===== src/rtl/fp32_pkg.sv =====
// Shared constants and stage-1 payload type for the binary32 multiply
// normalize/round/pack pipeline.
package fp32_pkg;
   localparam int BIAS    = 127;
   localparam int EXP_MAX = 255;
   localparam logic [31:0] QNAN = 32'h7FC0_0000;
   localparam logic [31:0] PINF = 32'h7F80_0000;

   localparam int FLG_INVALID   = 3;
   localparam int FLG_OVERFLOW  = 2;
   localparam int FLG_UNDERFLOW = 1;
   localparam int FLG_INEXACT   = 0;

   // NAN also covers inf*zero, so stage 2 only sees one special class.
   typedef enum logic [1:0] {
      CLS_NORM = 2'd0,
      CLS_ZERO = 2'd1,
      CLS_INF  = 2'd2,
      CLS_NAN  = 2'd3
   } cls_e;

   typedef struct packed {
      logic               sign;
      logic signed [10:0] exp;
      logic [22:0]        mant;
      logic               g;
      logic               st;
      cls_e               cls;
   } s1_t;
endpackage


===== src/rtl/fp32_round_pack.sv =====
// Combinational stage 2: round-to-nearest-even, range check against the
// binary32 exponent limits (FTZ), special-value select and pack.
module fp32_round_pack
   import fp32_pkg::*;
(
   input  logic        sign,
   input  logic [10:0] exp,
   input  logic [22:0] mant,
   input  logic        g,
   input  logic        st,
   input  logic [1:0]  cls,
   output logic [31:0] result,
   output logic [3:0]  flags
);
   localparam logic signed [10:0] EMAX = 11'(EXP_MAX);
   localparam logic signed [10:0] EMIN = 11'sd0;

   logic               rnd;
   logic [23:0]        msum;
   logic signed [10:0] exp_f;
   logic               inexact;

   assign rnd     = g & (st | mant[0]);
   assign msum    = {1'b0, mant} + {23'b0, rnd};
   // Mantissa carry-out leaves msum[22:0]=0, which is already the right fraction.
   assign exp_f   = $signed(exp + {10'b0, msum[23]});
   assign inexact = g | st;

   always_comb begin
      result = '0;
      flags  = '0;
      case (cls_e'(cls))
         CLS_NAN: begin
            result              = QNAN;
            flags[FLG_INVALID]  = 1'b1;
         end
         CLS_INF:  result = PINF | {sign, 31'b0};
         CLS_ZERO: result = {sign, 31'b0};
         default: begin
            if (exp_f >= EMAX) begin
               result               = PINF | {sign, 31'b0};
               flags[FLG_OVERFLOW]  = 1'b1;
               flags[FLG_INEXACT]   = 1'b1;
            end else if (exp_f <= EMIN) begin
               result               = {sign, 31'b0};
               flags[FLG_UNDERFLOW] = 1'b1;
               flags[FLG_INEXACT]   = 1'b1;
            end else begin
               result              = {sign, exp_f[7:0], msum[22:0]};
               flags[FLG_INEXACT]  = inexact;
            end
         end
      endcase
   end
endmodule


===== src/rtl/fp32_mul_normround.sv =====
// Two-stage normalize / round+pack pipeline behind the fp32 mantissa
// multiplier, valid/ready on both sides with no skid buffer.
module fp32_mul_normround
   import fp32_pkg::*;
(
   input  logic        clk,
   input  logic        rst,
   input  logic        in_valid,
   output logic        in_ready,
   input  logic        in_sign,
   input  logic [9:0]  in_exp,
   input  logic [47:0] in_prod,
   input  logic        in_zero,
   input  logic        in_inf,
   input  logic        in_nan,
   output logic        out_valid,
   input  logic        out_ready,
   output logic [31:0] out_result,
   output logic [3:0]  out_flags
);
   logic [2:1]  vld_pipe;
   s1_t         s1_d, s1_q;
   logic        s2_adv, accept;
   logic [31:0] rp_result;
   logic [3:0]  rp_flags;

   assign s2_adv    = !vld_pipe[2] | out_ready;
   assign in_ready  = !rst & (!vld_pipe[1] | s2_adv);
   assign accept    = in_valid & in_ready;
   assign out_valid = vld_pipe[2];

   // Normalize: product is in [1,4), so at most one right shift.
   always_comb begin
      s1_d      = '0;
      s1_d.sign = in_sign;
      if (in_prod[47]) begin
         s1_d.mant = in_prod[46:24];
         s1_d.g    = in_prod[23];
         s1_d.st   = |in_prod[22:0];
      end else begin
         s1_d.mant = in_prod[45:23];
         s1_d.g    = in_prod[22];
         s1_d.st   = |in_prod[21:0];
      end
      s1_d.exp = $signed({in_exp[9], in_exp} + {10'b0, in_prod[47]});
      if (in_nan || (in_inf && in_zero)) s1_d.cls = CLS_NAN;
      else if (in_inf)                   s1_d.cls = CLS_INF;
      else if (in_zero)                  s1_d.cls = CLS_ZERO;
      else                               s1_d.cls = CLS_NORM;
   end

   fp32_round_pack u_rp (
      .sign   (s1_q.sign),
      .exp    (s1_q.exp),
      .mant   (s1_q.mant),
      .g      (s1_q.g),
      .st     (s1_q.st),
      .cls    (s1_q.cls),
      .result (rp_result),
      .flags  (rp_flags)
   );

   always_ff @(posedge clk) begin
      if (rst) begin
         vld_pipe   <= '0;
         s1_q       <= '0;
         out_result <= '0;
         out_flags  <= '0;
      end else begin
         if (s2_adv) begin
            vld_pipe[2] <= vld_pipe[1];
            if (vld_pipe[1]) begin
               out_result <= rp_result;
               out_flags  <= rp_flags;
            end
         end
         if (in_ready) vld_pipe[1] <= in_valid;
         if (accept)   s1_q        <= s1_d;
      end
   end
endmodule


===== config.mk =====
export PLATFORM = sky130hd
export DESIGN_NAME = fp32_mul_normround
export DESIGN_NICKNAME = d
export VERILOG_FILES = /design/src/rtl/fp32_pkg.sv /design/src/rtl/fp32_round_pack.sv /design/src/rtl/fp32_mul_normround.sv
export SDC_FILE = /design/constraint.sdc
export NUM_CORES = 1
export LEC_CHECK = 0
export ABC_AREA = 0
export CAP_MARGIN = 20
export CORE_MARGIN = 5
export CORE_UTILIZATION = 45
export DETAILED_ROUTE_END_ITERATION = 10
export GPL_ROUTABILITY_DRIVEN = 1
export PLACE_DENSITY = 0.88
export SLEW_MARGIN = 5
export SYNTH_ARGS = -nofsm -noshare
export SYNTH_HDL_FRONTEND = slang
export SYNTH_HIERARCHICAL = 1
export SYNTH_SLANG_ARGS = --single-unit

===== constraint.sdc =====
create_clock -name clk -period 3.1 [get_ports clk]
set_clock_uncertainty 0.15 [all_clocks]
set_input_delay 0.62 -clock clk [delete_from_list [all_inputs] [get_ports clk]]
set_output_delay 0.62 -clock clk [all_outputs]
set_load 0.005 [all_outputs]

-- Yosys cells after proc, flatten, opt, wreduce, memory -nomap -nowiden
Cells that the tools add are included.
- flip-flop bits (word level): 77
- input port bits: 66
- word-level logic and storage cells: 48
- add/subtract/negate cells: 3
- magnitude comparators: 2
- equal/unequal tests: 3
- multiplexer cells: 14
- bitwise logic cells: 7
- reduce and logical (&&, ||, !) cells: 9
- operators with widths (kind ; count):
    $pmux 32 s3 ; 1
    $mux 31 ; 2
    $mux 25 ; 1
    $add 23x1->24 ; 1
    $reduce_or 23->1 ; 1
    $reduce_or 22->1 ; 1
    $add 10x2->11 ; 1
    $add 11x1->11 ; 1
    $ge 11x9->1 const B ; 1
    $le 11x1->1 const B ; 1
    $mux 1 ; 7
    $eq 2x2->1 const B ; 2
    $mux 2 ; 2
    $or 1x1->1 ; 4
    $and 1x1->1 ; 3
    $logic_not 1->1 ; 3
    $mux 3 ; 1
    $reduce_or 3->1 ; 1
    $eq 2x1->1 const B ; 1
    $reduce_and 2->1 ; 1
    $logic_and 1x1->1 ; 1
    $logic_or 1x1->1 ; 1

-- Logic depth before layout (Yosys ltp)
- word-level depth: 8
- mapped depth: 14
- depth with buffers taken out: 13

-- Cells and area by module
The synthesis kept the hierarchy.
- modules (own cells, without submodules) (module ; times used ; cells an instance ; area an instance (um2)):
    fp32_mul_normround ; 1 ; 364 ; 3075.4
    fp32_round_pack ; 1 ; 178 ; 1113.6

-- Worst setup path before layout
Ideal clock, no wire load.
- path kind: register to register
- start: register s1_q[15] (netlist bit)
- end: register out_result[23]
- setup time: 0.132 ns
- arrival: 2.821 ns
- setup slack: -0.003 ns
- cell stages (with the launch flop): 13
- clock period less this slack: 3.103 ns
- path through: dfxtp_1 > and4_1 > and3_1 > nand3_1 > nor2_1 > ha_1 > ha_1 > nand3_4 > nor4_1 > nor3_1 > a21o_2 > nand2_1 > a21oi_1
- longest elaborated chain between the ends: 6
- elaborated cells between the ends (all ways): 7
- those cells by class: 2 x add/sub; 2 x order compare; 3 x mux
- ends and longest elaborated chain (what ; line ; source):
    from (decl) ; fp32_mul_normround.sv:22 ; s1_t s1_d, s1_q;
    from (signal assigned) ; fp32_mul_normround.sv:66 ; s1_q <= '0;
    from (signal assigned) ; fp32_mul_normround.sv:78 ; if (accept) s1_q <= s1_d;
    $add 23x1->24 (*) ; fp32_round_pack.sv:24 ; assign msum = {1'b0, mant} + {23'b0, rnd};
    $add 11x1->11 (*) ; fp32_round_pack.sv:26 ; assign exp_f = $signed(exp + {10'b0, msum[23]});
    $le 11x1->1 ; fp32_round_pack.sv:44 ; end else if (exp_f <= EMIN) begin
    $mux 31 ; fp32_round_pack.sv:44 ;
    $mux 31 (*) ; fp32_round_pack.sv:40 ; if (exp_f >= EMAX) begin
    $pmux 32 s3 (*) ; fp32_round_pack.sv:32 ; case (cls_e'(cls))
    named net rp_result[23] ; fp32_mul_normround.sv:24 ; logic [31:0] rp_result;
    to (signal assigned) ; fp32_mul_normround.sv:73 ; out_result <= rp_result;
    to (decl) ; fp32_mul_normround.sv:18 ; output logic [31:0] out_result,
The timed path passes the listed nets; every way through them passes the cells marked *.
A chain may end at the register's enable or synchronous reset.

-- Final worst setup path
- start: register s1_q[10] (netlist bit)
- end: register out_result[5]
Same word-level chain as after synthesis.

==> run metrics <==
status complete, but fails checks; failing checks setup timing; most used cell, CP nand4_1; Worst path max stage delay around 470 ps; first-pass GRT wire length around 19000 um; Tmin final 3190 ps; commonest non-fill, non-tap cells in the layout 102 x clkdlybuf4s50_1, 96 x nand2_1, 70 x dfxtp_1; R2R setup slack -90 ps; crit end category flip-flop; area grow syn2layout 43.3%; largest net degree at the start of global routing 57; ratio of cells with drive above 1 in the final layout between 10% and 20%; Die W 106 um; initial antenna violation count 0; DR vias/cell 5.43; leak pwr roughly 0.0021 uW; CP required 3180 ps; number of CTS-inserted buffers 9; DIE HEIGHT 106 um; Final Max Slew Viols 0; fmax approximately 0.31 GHz; IO Count 104; CP startpoint s1_q[10]$_SDFFE_PP0P_; Worst Hold Class reg2reg; number of global-route vias before repair a little over 4k; CP bufs+invs 2; synthesized-area fraction occupied by adder cells under 10%; Routed WL around 12000 um; CP arrival ~3300 ps; simple-gate share of the synthesized area 27.9%; worst r2r src s1_q[10]$_SDFFE_PP0P_; commonest non-fill, non-tap cell in the layout clkdlybuf4s50_1; Synth Area in Compound Gates 16.0%; Peak VDD IR 0.201 mV; critical-path cell list nand4_1 -> nor3_2 -> nand3_4 -> nor2_4 -> buf_6 -> ha_2 -> and3_4 -> nand4_1 -> a2111o_1 -> o2111ai_4 -> clkbuf_16 -> nor2_2 -> nand2_1 -> a21oi_1; worst relative slew slack between 40% and 50%; Avg Synthesized Cell Area a little under 8 sq um; post-route clock period utilization 103%; IO buf count 103; Congestion Overflow GR 0; post-DP HPWL between 8000 and 9000 um; clock tree buffer depth 2; Final nets approximately 740; slowest CP cell a2111o_1; Mapped Cells around 540; Die Area 0.0113 sq mm; core area between 0.009 and 0.01 sq mm; gpl congestion about 0.85; slew of the pin with the lowest slew margin between 700 and 800 ps; syn nets 614; worst r2r dst out_result[5]$_SDFFE_PP0P_; CP startpoint kind flip-flop; Std-Cell Rows 35; average wire per standard cell approximately 15 um; final setup vio count 18; Pwr per Cell Area 386 mW/mm^2; Max-Cap Viols 0; largest family of logic cells by synthesized area simple AND/OR/NAND/NOR gates; FF+latch count, synth 77; CP Capture Point out_result[5]$_SDFFE_PP0P_; GRT Util Overall approximately a fifth; post-synthesis sequential area ratio a little under two fifths; Crit Path Max Fanout 6; Pre-antenna DRT Iters 5; CTS tree yes; final hold slack slightly above 300 ps; # diodes 0; Worst path top cell family by delay simple AND/OR/NAND/NOR gates; htree depth 3; final worst slack -87.0 ps; Yosys warning total 6; mux cell area share after synthesis 5.97%; total chip power roughly 2300 uW; initial DRC count 222; WS Path Type reg2reg; unrepaired setup endpoints after global routing true; initial core utilization between 40% and 50%; worst reg2reg path depth 14; total number of vias about 4.3k; Clock Latency Late Sink roughly 350 ps; CTS root buf clkbuf_8; WP depth 14; Worst-path clk slew approximately 80 ps; Fin. Hold Viols 0; Syn Std Cell Area 0.00419 sq mm; DRC errors left 0; clk sinks just under 80; Final ANT Viol Nets 0; XOR/XNOR Fraction of Synth Area 6.69%; Final Util between 60% and 70%; Distinct cells, synth 44
[how the worst min path moves through the flow]
stage	slack [ps]	endpoint	from	cells after the start
final	300	out_result[28]$_SDFFE_PP0P_	out_result[28]$_SDFFE_PP0P_	2
after global routing	320	out_result[5]$_SDFFE_PP0P_	out_result[5]$_SDFFE_PP0P_	2
after CTS	310	out_result[1]$_SDFFE_PP0P_	out_result[1]$_SDFFE_PP0P_	2
after detailed placement	300	out_result[1]$_SDFFE_PP0P_	out_result[1]$_SDFFE_PP0P_	2
after global placement	300	out_result[5]$_SDFFE_PP0P_	out_result[5]$_SDFFE_PP0P_	2
after floorplan	280	s1_q[38]$_SDFFE_PP0P_	s1_q[38]$_SDFFE_PP0P_	2
[cell families after synthesis]
family | Yosys count
simple gates | 252
compound gates | 106
flops | 77
buf+inv | 44
xor+xnor | 32
mux | 25
fa+ha+maj | 6
[power breakdown]
| group | switching, uW | internal, uW | total (uW) |
|---|---|---|---|
| Combinational | 247 | 286 | 533 |
| Sequential | 55.2 | 1040 | 1100 |
| Clock | 354 | 334 | 688 |
| Total | 656 | 1660 | 2320 |
[worst min-delay path, delay by kind of cell, from the launching register on]
kind,cells,cell delay [ps]
flip-flops,1,310
AND/OR/NAND/NOR,1,50
AO/OA/AOI/OAI,1,50
[area by class of cell]
cell class | instances | area [sq um]
Inverter | 11 | 41.3
Tap cell | 111 | 139
Fill cell | 736 | 3150
Multi-Input combinational cell | 421 | 2620
Clock buffer | 13 | 159
Timing Repair Buffer | 152 | 1470
Sequential cell | 77 | 1550
Clock inverter | 3 | 20.0
[through the flow]
| stage | worst slack (ps) | instance area (sq um) | std cells | setup TNS (ps) |
|---|---|---|---|---|
| floorplan | 43.8 | 4200 | 542 | 0 |
| global placement | 16.6 | 5550 | 764 | 0 |
| detailed placement | -211 | 5550 | 764 | -2180 |
| CTS | 3.12 | 5750 | 781 | 0 |
| global route | -213 | 6000 | 788 | -4150 |
| finish | -87.0 | 6000 | 788 | -907 |
[routing by layer]
layer  global-route usage [%]  share of wire [%]
met5                        0                  0
met4                     9.04                2.5
met3                     3.64                6.8
met2                     31.9                 48
met1                     26.4                 42
[flip-flops by register name, indices dropped and copies added, names as in the netlist]
register / count
s1_q: 39
out_result: 32
out_flags: 4
vld_pipe: 2
[cells in the mapped netlist]
master     instances  area share (%)
a2111o_1           1            0.27
a211oi_1          25             4.5
a21bo_2            1            0.24
a21boi_0           1            0.18
a21o_2             8             1.7
a21oi_1           42             5.0
a31oi_1            2            0.30
and2_1             3            0.45
and3_1             3            0.45
and3_2             1            0.18
and4_1             2            0.42
buf_2             20             2.4
buf_4              3            0.54
clkbuf_1          10            0.90
dfxtp_1           77              37
ha_1               6             1.8
inv_1             11            0.99
mux2i_1           25             6.0
nand2_1           98             8.8
nand2b_1           5            0.75
nand3_1           28             3.3
nand3_2            1            0.24
nand3_4            1            0.42
nand3b_1           2            0.36
nand4_1           10             1.5
nor2_1            61             5.5
nor2b_1            2            0.30
nor3_1            15             1.8
nor3b_1            1            0.18
nor4_1             9             1.3
nor4_4             1            0.51
o2111ai_1          1            0.21
o2111ai_2          1            0.36
o21a_1             1            0.18
o21ai_0           20             2.4
o31a_1             1            0.21
o31a_2             1            0.24
o41a_1             1            0.27
or2_2              4            0.60
or2_4              1            0.21
or3_1              3            0.45
or3b_2             1            0.21
xnor2_1           20             4.2
xor2_1            12             2.5
[timing repair]
item	in CTS	in global routing
setup buffers	1	4
gates cloned	0	3
pin swaps	2	22
setup endpoints to repair	33	34
gates resized for setup	4	44
hold buffers	0	0
No activity file was read; power rests on OpenSTA's default activity.
